[config.mk]
export PLATFORM = sky130hd
export DESIGN_NAME = ad9826_sport_slave_flat
export DESIGN_NICKNAME = d
export VERILOG_FILES = /design/src/rtl/ad9826_sport_slave_if.sv /design/src/rtl/ad9826_sport_slave.sv /design/src/flat_wrapper.sv
export SDC_FILE = /design/constraint.sdc
export NUM_CORES = 1
export LEC_CHECK = 0
export ABC_CLOCK_PERIOD_IN_PS = 4450
export CAP_MARGIN = 25
export CORE_ASPECT_RATIO = 2
export CORE_MARGIN = 5
export CORE_UTILIZATION = 56
export DETAILED_ROUTE_END_ITERATION = 10
export PLACE_DENSITY = 0.94
export SYNTH_ARGS = -nofsm -noshare
export SYNTH_HDL_FRONTEND = slang
export SYNTH_SLANG_ARGS = --single-unit
[constraint.sdc]
create_clock -name clk -period 4.45 [get_ports clk]
set_input_delay 0.445 -clock clk [delete_from_list [all_inputs] [get_ports clk]]
set_output_delay 0.445 -clock clk [all_outputs]
set_load 0.01 [all_outputs]
[src/rtl/ad9826_sport_slave_if.sv]
// AD9826 3-wire serial configuration pins (SLOAD/SCLK/SDATA) as seen at the FPGA pads.
interface ad9826_sport_slave_if;
  logic sload;
  logic sclk;
  logic sdata_in;
  logic sdata_out;
  logic sdata_oe;

  modport master (output sload, sclk, sdata_in, input sdata_out, sdata_oe);
  modport slave  (input sload, sclk, sdata_in, output sdata_out, sdata_oe);
endinterface

[src/rtl/ad9826_sport_slave.sv]
// AD9826 serial-port responder: eight 9-bit config registers behind an oversampled SLOAD/SCLK/SDATA port.
// States: WAIT_HIGH hold until SLOAD high | IDLE await frame | SHIFT collect 16 bits | DONE frame complete
module ad9826_sport_slave (
  input  logic                       clk,
  input  logic                       reset,
  ad9826_sport_slave_if.slave        sport,
  output logic [71:0]                cfg_regs,
  output logic                       wr_strobe,
  output logic [2:0]                 wr_addr,
  output logic [8:0]                 wr_data,
  output logic                       frame_err
);
  typedef enum logic [1:0] {WAIT_HIGH, IDLE, SHIFT, DONE} state_t;

  state_t      state;
  logic [1:0]  sload_s;
  logic [2:0]  sclk_s;
  logic [1:0]  sdata_s;
  logic [4:0]  bit_cnt;
  logic [15:0] shreg;
  logic        rw;
  logic        commit;
  logic [8:0]  rd_shift;
  logic [8:0]  regs [8];

  logic sload_q, rise, fall, bit_in;
  assign sload_q = sload_s[1];
  assign rise    = sclk_s[1] & ~sclk_s[2];
  assign fall    = ~sclk_s[1] & sclk_s[2];
  assign bit_in  = sdata_s[1];

  always_comb begin
    cfg_regs = '0;
    for (int i = 0; i < 8; i++) cfg_regs[i*9 +: 9] = regs[i];
  end

  always_ff @(posedge clk) begin
    if (reset) begin
      state           <= WAIT_HIGH;
      sload_s         <= '0;
      sclk_s          <= '0;
      sdata_s         <= '0;
      bit_cnt         <= '0;
      shreg           <= '0;
      rw              <= 1'b0;
      commit          <= 1'b0;
      rd_shift        <= '0;
      wr_strobe       <= 1'b0;
      wr_addr         <= '0;
      wr_data         <= '0;
      frame_err       <= 1'b0;
      sport.sdata_out <= 1'b0;
      sport.sdata_oe  <= 1'b0;
      for (int i = 0; i < 8; i++) regs[i] <= '0;
    end else begin
      sload_s   <= {sload_s[0], sport.sload};
      sclk_s    <= {sclk_s[1:0], sport.sclk};
      sdata_s   <= {sdata_s[0], sport.sdata_in};
      wr_strobe <= 1'b0;
      frame_err <= 1'b0;
      commit    <= 1'b0;

      // shreg is frozen in DONE, so the full frame is still intact one cycle after the last bit
      if (commit && !shreg[15]) begin
        regs[shreg[14:12]] <= shreg[8:0];
        wr_addr            <= shreg[14:12];
        wr_data            <= shreg[8:0];
        wr_strobe          <= 1'b1;
      end

      case (state)
        WAIT_HIGH: if (sload_q) state <= IDLE;
        IDLE: begin
          if (!sload_q) begin
            state   <= SHIFT;
            bit_cnt <= '0;
            shreg   <= '0;
            rw      <= 1'b0;
          end
        end
        SHIFT: begin
          if (rise) begin
            shreg   <= {shreg[14:0], bit_in};
            bit_cnt <= bit_cnt + 5'd1;
            if (bit_cnt == 5'd0) rw <= bit_in;
            if (bit_cnt == 5'd15) begin
              state  <= DONE;
              commit <= 1'b1;
            end
          end else if (sload_q) begin
            if (bit_cnt != 5'd0) frame_err <= 1'b1;
            state <= IDLE;
          end
        end
        DONE: if (sload_q) state <= IDLE;
        default: state <= WAIT_HIGH;
      endcase

      // Read data is snapshotted on the first driving fall; shreg[5:3] holds A2..A0 at bit_cnt 7
      if (sload_q || (fall && state == DONE)) begin
        sport.sdata_oe  <= 1'b0;
        sport.sdata_out <= 1'b0;
      end else if (fall && state == SHIFT && rw && bit_cnt >= 5'd7) begin
        if (!sport.sdata_oe) begin
          rd_shift        <= regs[shreg[5:3]];
          sport.sdata_out <= regs[shreg[5:3]][8];
          sport.sdata_oe  <= 1'b1;
        end else begin
          sport.sdata_out <= rd_shift[7];
          rd_shift        <= {rd_shift[7:0], rd_shift[0]};
        end
      end
    end
  end
endmodule

[src/flat_wrapper.sv]
// flat-port wrapper written by rule: the top's interface ports become plain ports
module ad9826_sport_slave_flat 
  (clk, reset, cfg_regs, wr_strobe, wr_addr, wr_data, frame_err, sport_sload, sport_sclk, sport_sdata_in, sport_sdata_out, sport_sdata_oe);
  ad9826_sport_slave_if sport_i ();
  input  logic clk;
  input  logic reset;
  output logic [71:0] cfg_regs;
  output logic wr_strobe;
  output logic [2:0] wr_addr;
  output logic [8:0] wr_data;
  output logic frame_err;
  input wire logic [$bits(sport_i.sload)-1:0] sport_sload;
  input wire logic [$bits(sport_i.sclk)-1:0] sport_sclk;
  input wire logic [$bits(sport_i.sdata_in)-1:0] sport_sdata_in;
  output wire logic [$bits(sport_i.sdata_out)-1:0] sport_sdata_out;
  output wire logic [$bits(sport_i.sdata_oe)-1:0] sport_sdata_oe;
  assign sport_i.sload = sport_sload;
  assign sport_i.sclk = sport_sclk;
  assign sport_i.sdata_in = sport_sdata_in;
  assign sport_sdata_out = sport_i.sdata_out;
  assign sport_sdata_oe = sport_i.sdata_oe;
  ad9826_sport_slave u_core (.clk(clk), .reset(reset), .sport(sport_i), .cfg_regs(cfg_regs), .wr_strobe(wr_strobe), .wr_addr(wr_addr), .wr_data(wr_data), .frame_err(frame_err));
endmodule
==> results.toml, run 1 <==
[yosys]
synth_xor_xnor_area_share = 0
yosys-mux-area-fraction = 0.0940
synth_top_area_frac = 0.384
ys_seq_area_frac = 0.594
ys_seq_elements = 131
synth_area_leader_cell = "edfxtp_1"
synthAdderAreaFrac = 0.0133
avgSynthCellArea_um2 = 12.4
synth-compound-area-share = 0.0973
synthesis.area_um2 = 5630
synth_nets = 466
async_flop_share = 0
synth_ff_type = "edfxtp_1"
synth-simple-area-share = 0.170
synth_area_leaders = "edfxtp_1, dfxtp_1, and2_1"
yosysUniqueCellTypes = 52
ys_warn_count = 0
syn_inst = 455
synth_top_family_by_area = "simple AND/OR/NAND/NOR gates"
synth_edf_count = 72

[status]
status = "completed"

[place]
hpwl_um = 10600
dp_cells = 651
placed_cell_area_um2 = 6580
gp_congestion = 0.884
io_buffers = 92

[floorplanning]
rows = 51
core-area_um2 = 9830
start_util = 0.573
die_area_um2 = 12300
die_y_um = 152
io-pin-count = 93
fp.dieW_um = 80.9

[min_path]
whs_path_depth = 2
whs_endpoint = "u_core.wr_strobe$_DFF_P_"
hp-start = "reset"
hold_class = "in -> reg"

[worst_setup_path]
worst-r2r-cell-count = 4
critPathArrivalTime_ps = 2450
cp_max_fo = 10
end_kind = "flip-flop"
r2r-start = "u_core.commit$_SDFF_PP0_"
rrSetupSlack_ps = 2100
cp-start-kind = "flip-flop"
r2r_end = "u_core.regs[1][3]$_SDFFCE_PN0P_"
crit_type = "reg -> reg"
cp_data_required_time_ps = 4550

[power_and_ir_drop]
p_total_mw = 2.89
vdd_drop_max_v = 0.000404
pwr_density_cell_nw_per_um2 = 401
leakagePower_nw = 2.58

[sta]
final-hold-violation-count = 0
fin_skew_ps = 6.25
rsz0062_at_grt = "no"
finalSetupViolCount = 0
fmax_ghz = 0.425
fin_crit_sh = 0.528
report.final.slew_viol_count = 0
min_period_ps = 2350
worstMarginPinSlew_ps = 857
tns_ps = 0
maxSlewHeadroom = 0.428

[finish]
seq_area_um2 = 3340
final_area_um2 = 7210
area_growth_pct = 28.0
stdcell_count = 684
drive_above_1_share = 0.103
nets = 550
antenna_cells = 0
multiInputGateArea_um2 = 2110
nFillCells = 597

[global_routing]
grt_usage = 0.266
grt_use_met1 = 0.289
use_met3 = 0.0556
use_met2 = 0.449
overflow = 0
grt_max_degree = 63
grt_pass1_wl_um = 24200
antenna_found_initial = 0
busiest_layer = "met2"
grt_pass1_vias = 4335

[detailed_routing]
vias_per_cell = 6.20
num_vias = 4241
drc = 0
routedWlPerCell_um = 23.2
wirelength_um = 15800
drt-initial-drc-count = 493
drtPass1Iterations = 5
ant_nets = 0

[clock_tree]
htree_num_levels = 4
cts-root-buf = "clkbuf_16"
clk_pin_slew_ps = 60
cts_setup_buffers = 0
cts_buffers = 17
cts.sinks = 131
cts_hold_buf = 0
post_cts_resize_count = 0
clkLatencyLatePin_ps = 410
cts_max_path_buffers = 2
cts_tree = "yes"

[flow_run]
drv_cap = 0
report_power, final:
group / internal (mW) / total [mW] / switching (mW)
Sequential: 1.30 / 1.32 / 0.0204
Combinational: 0.0642 / 0.139 / 0.0745
Clock: 0.928 / 1.43 / 0.502
Total: 2.29 / 2.89 / 0.597
area by class of cell:
type,count,share of cell area
inverters,7,0.00365
multi-input cells,286,0.292
repair buffers,96,0.134
well taps,132,0.0229
clock buffers,20,0.0606
flip-flops and latches,131,0.464
clock inverters,12,0.0226
layer usage:
layer | routed length, um | part of all wire
met5 | 0 | 0
met4 | 1050 | 0.066
met3 | 1200 | 0.076
met2 | 8290 | 0.52
met1 | 5300 | 0.33
synth_stat cells (2+ instances only):
master     instances
and2_1            73
edfxtp_1          72
dfxtp_1           59
nor2_1            28
a21oi_1           25
nand2_1           25
clkbuf_1          20
a22oi_1           17
nand2b_1          11
mux4_1            10
nor2b_1           10
o21ai_0           10
o2111ai_1          8
or2_2              8
inv_1              7
mux2_2             7
mux4_2             7
ha_1               6
buf_2              4
a211oi_1           3
buf_1              3
mux2i_1            3
o21a_1             3
a21o_1             2
a2bb2oi_1          2
a31oi_1            2
buf_6              2
nand3_1            2
nand3b_1           2
o21bai_1           2
sequential cells by signal (all words and copies together) (netlist names), named ones only:
| signal | flops |
|---|---|
| u_core.wr_strobe | 1 |
| u_core.commit | 1 |
| u_core.shreg | 16 |
| u_core.rd_shift | 8 |
| u_core.regs | 72 |
| u_core.sport.sdata_out | 1 |
| u_core.sport.sdata_oe | 1 |
| u_core.wr_addr | 3 |
| u_core.state | 2 |
| u_core.sload_s | 2 |
| u_core.frame_err | 1 |
| u_core.sdata_s | 2 |
| u_core.sclk_s | 3 |
| u_core.bit_cnt | 5 |
| u_core.wr_data | 9 |
| u_core.rw | 1 |
metrics by stage:
step	hold slack, ps	setup slack (ps)	utilization
floorplan	414	2510	-
global placement	419	2070	0.668
detailed placement	432	2020	0.670
CTS	295	2020	0.731
global route	301	1920	0.734
finish	316	2100	0.734
placed cells by master (no fill, tap or decap), types with 3 or more instances in the layout:
cell type / netlist / layout
inv_1: 7 / 7
or2_2: 8 / 8
clkbuf_1: 20 / 3
buf_4: 0 / 3
nand2b_1: 11 / 11
and2_1: 73 / 73
clkinv_2: 0 / 3
bufinv_16: 0 / 4
a211oi_1: 3 / 3
mux4_2: 7 / 7
nand2_1: 25 / 25
mux2i_1: 3 / 3
nor2b_1: 10 / 10
edfxtp_1: 72 / 72
nor2_1: 28 / 28
mux4_1: 10 / 10
clkinv_1: 0 / 3
clkdlybuf4s50_1: 0 / 91
a21oi_1: 25 / 25
ha_1: 6 / 6
a22oi_1: 17 / 17
o2111ai_1: 8 / 8
o21ai_0: 10 / 10
clkbuf_16: 0 / 17
dfxtp_1: 59 / 59
o21a_1: 3 / 3
mux2_2: 7 / 7
logic make-up after synthesis:
group,after synthesis
DFF,131
AOI/OAI and AO/OA,82
adders and majority gates,6
and+or+nand+nor,171
buffers and inverters,38
muxes,27
worst max-delay path by stage:
stage	startpoint	end	slack [ps]	depth (start not counted)
floorplan	reset	u_core.regs[1][0]$_SDFFCE_PN0P_	2510	5
global placement	reset	u_core.regs[1][0]$_SDFFCE_PN0P_	2070	5
detailed placement	reset	u_core.regs[1][0]$_SDFFCE_PN0P_	2020	5
CTS	flip-flop	u_core.rd_shift[1]$_SDFFE_PP0P_	2020	4
global route	u_core.commit$_SDFF_PP0_	u_core.regs[1][3]$_SDFFCE_PN0P_	1920	4
finish	u_core.commit$_SDFF_PP0_	u_core.regs[1][3]$_SDFFCE_PN0P_	2100	4
worst max-delay path, cell delays in order (launching register included):
cell and delay (ps):
dfxtp_1 380, nor3b_2 350, nand2_1 230, nor3_1 680, or2_2 380
Note: power is estimated with default switching activity, not from simulation.
==> run 2: changes to the inputs <==
--- a/config.mk
+++ b/config.mk
@@ -5,13 +5,13 @@
 export SDC_FILE = /design/constraint.sdc
 export NUM_CORES = 1
 export LEC_CHECK = 0
-export ABC_CLOCK_PERIOD_IN_PS = 4450
+export ABC_CLOCK_PERIOD_IN_PS = 2350
 export CAP_MARGIN = 25
 export CORE_ASPECT_RATIO = 2
 export CORE_MARGIN = 5
-export CORE_UTILIZATION = 56
+export CORE_UTILIZATION = 53
 export DETAILED_ROUTE_END_ITERATION = 10
-export PLACE_DENSITY = 0.94
+export PLACE_DENSITY = 0.9
 export SYNTH_ARGS = -nofsm -noshare
 export SYNTH_HDL_FRONTEND = slang
 export SYNTH_SLANG_ARGS = --single-unit
==> constraint.sdc (replaced) <==
create_clock -name clk -period 2.35 [get_ports clk]
set_input_delay 0.235 -clock clk [delete_from_list [all_inputs] [get_ports clk]]
set_output_delay 0.235 -clock clk [all_outputs]
set_load 0.01 [all_outputs]
==> results.toml, run 2 (synthesized netlist as in run 1, its figures left out) <==
[status]
status = "completed"

[worst_setup_path]
cp-start-kind = "flip-flop"
cp_max_fo = 15
critPathBufInv = 1
critPathArrivalTime_ps = 2350
cp_data_required_time_ps = 2620
crit_path_max_incr_delay_ps = 590
worst_path_max_delay_cell = "mux4_1"
crit_type = "reg -> reg"
end_kind = "flip-flop"
critical_path.top_delay_family = "multiplexers"
crit_chain = "buf_12 > mux4_1 > mux2_2 > o2111ai_1 > a21oi_1"

[floorplanning]
start_util = 0.537
rows = 53
io-pin-count = 93
fp.dieW_um = 82.9
core-area_um2 = 10500
die_area_um2 = 12900
die_y_um = 156

[power_and_ir_drop]
leakagePower_nw = 2.60
vdd_drop_max_v = 0.000690
pwr_density_cell_nw_per_um2 = 725
p_total_mw = 5.24

[finish]
largest_reg_flops = 72
area_growth_pct = 28.4
stdcell_count = 697
reg_top3 = "u_core.regs: 72 flops, u_core.shreg: 16 flops, u_core.wr_data: 9 flops"
drive_above_1_share = 0.121
antenna_cells = 0
final_cell_mix = "clkdlybuf4s50_1, and2_1, edfxtp_1, dfxtp_1, nor2_1"
final_common_cell = "clkdlybuf4s50_1"
nFillCells = 766
nets = 559
final_area_um2 = 7230
top_register = "u_core.regs"

[clock_tree]
cts_buffers = 17
clk_pin_slew_ps = 60
cts_max_path_buffers = 2
cts_tree = "yes"
cts-root-buf = "clkbuf_16"
htree_num_levels = 4
cts_hold_buf = 0
cts.sinks = 131
clkLatencyLatePin_ps = 420

[flow_run]
drv_cap = 0

[place]
hpwl_um = 10800
dp_cells = 666
pre_cts_ws_ps = 298
placed_cell_area_um2 = 6680
gp_congestion = 0.841
io_buffers = 92

[detailed_routing]
drt-initial-drc-count = 361
routedWlPerCell_um = 22.5
ant_nets = 0
num_vias = 4160
vias_per_cell = 5.97
drc = 0
drtPass1Iterations = 5
wirelength_um = 15700

[sta]
worstMarginPinSlew_ps = 708
min_period_ps = 2080
finalSetupViolCount = 0
worst_slack_ps = 270
fin_crit_sh = 0.885
final-hold-violation-count = 0
fin_skew_ps = 10.4
maxSlewHeadroom = 0.522
rsz0062_at_grt = "no"
fmax_ghz = 0.481
tns_ps = 0
report.final.slew_viol_count = 0

[min_path]
hold_class = "in -> reg"
hp-start = "reset"

[global_routing]
grt_pass1_wl_um = 24400
antenna_found_initial = 0
grt_pass1_vias = 4419
overflow = 0
grt_usage = 0.248
grt_max_degree = 62
## run 2: power by group
group | total [mW] | switching (mW) | internal [mW] | leakage, nW
combinational | 0.263 | 0.142 | 0.122 | 1.12
sequential | 2.50 | 0.0381 | 2.46 | 1.22
clock | 2.48 | 0.948 | 1.53 | 0.264
## run 2: what timing repair did
| action | CTS | global route |
|---|---|---|
| resized for setup | 0 | 1 |
| buffers inserted | 0 | 0 |
| setup endpoints to repair | 0 | 2 |
## run 2: worst paths after layout
path | end | slack (ps) | cells after the start
max reg2reg | u_core.rd_shift[6]$_SDFFE_PP0P_ | 270 | 5
min reg2reg | u_core.sload_s[1]$_SDFF_PP0_ | 430 | 1
max | u_core.rd_shift[6]$_SDFFE_PP0P_ | 270 | 5
min | u_core.wr_strobe$_DFF_P_ | 100 | 2
## run 2: metal layers
metal,vias to the layer above,GRT usage,part of all wire
li1,1843,-,-
met1,2079,0.244,0.35
met2,194,0.475,0.57
met3,44,0.0539,0.050
met4,0,0.130,0.033
met5,-,0,0
## run 2: worst register-to-register path, delay by kind of cell (launching register included)
kind	cells	cell delay (ps)
buffers and inverters	1	220
flip-flops	1	530
AO/OA/AOI/OAI	2	310
multiplexers	2	870
## run 2: final cells by class
class                      instances  area (um2)  area share
tap                              137         171      0.0237
sequential                       131        3340       0.462
timing repair buffer             105        1030       0.142
inverter                           7        26.3     0.00363
multi-input combinational        286        2110       0.292
clock inverter                    13         119      0.0164
clock buffer                      18         429      0.0594
## run 2: per-stage QoR
step                      hold slack [ps]   util
after floorplan                       363      -
after global placement                417  0.636
after detailed placement              427  0.637
after CTS                            94.3  0.689
after global routing                  107  0.690
final                                96.2  0.690
==> run 3: changes to the inputs <==
--- a/config.mk
+++ b/config.mk
@@ -9,9 +9,10 @@
 export CAP_MARGIN = 25
 export CORE_ASPECT_RATIO = 2
 export CORE_MARGIN = 5
-export CORE_UTILIZATION = 53
+export CORE_UTILIZATION = 35
 export DETAILED_ROUTE_END_ITERATION = 10
-export PLACE_DENSITY = 0.9
+export MAX_ROUTING_LAYER = met4
+export PLACE_DENSITY = 0.67
 export SYNTH_ARGS = -nofsm -noshare
 export SYNTH_HDL_FRONTEND = slang
 export SYNTH_SLANG_ARGS = --single-unit
==> results.toml, run 3 (synthesized netlist as in run 1, its figures left out) <==
[place]
placed_cell_area_um2 = 6760
dp_cells = 732
io_buffers = 92
pre_cts_ws_ps = 376
gp_congestion = 0.807
hpwl_um = 10800

[finish]
final_cell_mix = "clkdlybuf4s50_1, and2_1, edfxtp_1, dfxtp_1, nor2_1"
multiInputGateArea_um2 = 2110
final_core_util = 0.464
drive_above_1_share = 0.131
seq_area_um2 = 3340
stdcell_count = 764
area_growth_pct = 29.9
largest_reg_flops = 72
reg_top3 = "u_core.regs: 72 flops, u_core.shreg: 16 flops, u_core.wr_data: 9 flops"
top_register = "u_core.regs"
antenna_cells = 0
nFillCells = 1452
nets = 561
final_area_um2 = 7320
final_common_cell = "clkdlybuf4s50_1"

[clock_tree]
cts_tree = "yes"
cts_hold_buf = 0
cts_setup_buffers = 0
cts_buffers = 17
clk_pin_slew_ps = 60
cts-root-buf = "clkbuf_16"
cts.sinks = 131
htree_num_levels = 4
clkLatencyLatePin_ps = 410
post_cts_resize_count = 0
cts_max_path_buffers = 2

[global_routing]
grt_max_degree = 42
grt_pass1_vias = 4064
antenna_found_initial = 0
overflow = 0
grt_usage = 0.161
grt_pass1_wl_um = 22300

[worst_setup_path]
crit_type = "reg -> out"
critPathArrivalTime_ps = 1830
r2r-start = "u_core.bit_cnt[0]$_SDFFE_PP0P_"
critPathBufInv = 1
cp-start-kind = "flip-flop"
rrSetupSlack_ps = 340
worst-r2r-cell-count = 5
crit_chain = "clkdlybuf4s50_1"
r2r_end = "u_core.rd_shift[0]$_SDFFE_PP0P_"
critical_path.top_delay_family = "flip-flops"
crit_start = "u_core.sport.sdata_oe$_SDFFE_PP0P_"
path_depth = 1
end_kind = "output pin"
cp_data_required_time_ps = 2120
cp_max_fo = 20
crit_path_max_incr_delay_ps = 740
worst_path_max_delay_cell = "dfxtp_1"

[power_and_ir_drop]
vdd_drop_max_v = 0.000469
p_total_mw = 5.21
leakagePower_nw = 2.63
pwr_density_cell_nw_per_um2 = 712

[detailed_routing]
drt-initial-drc-count = 188
vias_per_cell = 5.10
ant_nets = 0
routedWlPerCell_um = 18.9
num_vias = 3893
drtPass1Iterations = 4
drc = 0
wirelength_um = 14400

[sta]
rsz0062_at_grt = "no"
finalSetupViolCount = 0
worstMarginPinSlew_ps = 725
min_period_ps = 2070
tns_ps = 0
maxSlewHeadroom = 0.510
fmax_ghz = 0.484
fin_worst_hold_slack_ps = 72.6
worst_slack_ps = 284
final-hold-violation-count = 0
fin_skew_ps = 12.2
report.final.slew_viol_count = 0
fin_crit_sh = 0.879

[floorplanning]
start_util = 0.357
die_y_um = 189
die_area_um2 = 18900
core-area_um2 = 15800
rows = 65
fp.dieW_um = 99.7
io-pin-count = 93

[min_path]
hp-start = "reset"
whs_endpoint = "u_core.wr_strobe$_DFF_P_"
whs_path_depth = 2
hold_class = "in -> reg"

[flow_run]
drv_cap = 0

[status]
status = "completed"
-- run 3: cell count changes in the layout (fill, tap and decap cells not counted), sizes merged --
cell / previous run / this run
bufinv: 2 / 0
clkinv: 8 / 7
buf: 14 / 16
clkinvlp: 3 / 1
inv: 7 / 12
clkbuf: 18 / 19
-- run 3: layout make-up --
class | instances | share of cell area
Clock buffer | 19 | 0.0634
Clock inverter | 13 | 0.0132
Inverter | 7 | 0.00359
Multi-Input combinational cell | 286 | 0.288
Sequential cell | 131 | 0.457
Tap cell | 201 | 0.0344
Timing Repair Buffer | 107 | 0.141
-- run 3: how the worst max path moves through the flow --
stage | end | slack [ps]
after floorplan | flip-flop | 600
after detailed placement | u_core.rd_shift[0]$_SDFFE_PP0P_ | 380
after CTS | sport_sdata_oe | 250
after global routing | u_core.rd_shift[1]$_SDFFE_PP0P_ | 160
final | sport_sdata_oe | 280
after global placement | u_core.rd_shift[7]$_SDFFE_PP0P_ | 440
-- run 3: report_power, final --
| group | total, mW | switching, mW | internal [mW] |
|---|---|---|---|
| Sequential | 2.50 | 0.0362 | 2.46 |
| Clock | 2.45 | 0.999 | 1.45 |
| Combinational | 0.262 | 0.138 | 0.124 |
-- run 3: layer usage --
metal,part of all wire,global-route usage,wire length (um)
met5,0,-,0
met4,0.025,0.0700,367
met3,0.041,0.0306,586
met2,0.57,0.298,8240
met1,0.36,0.159,5230
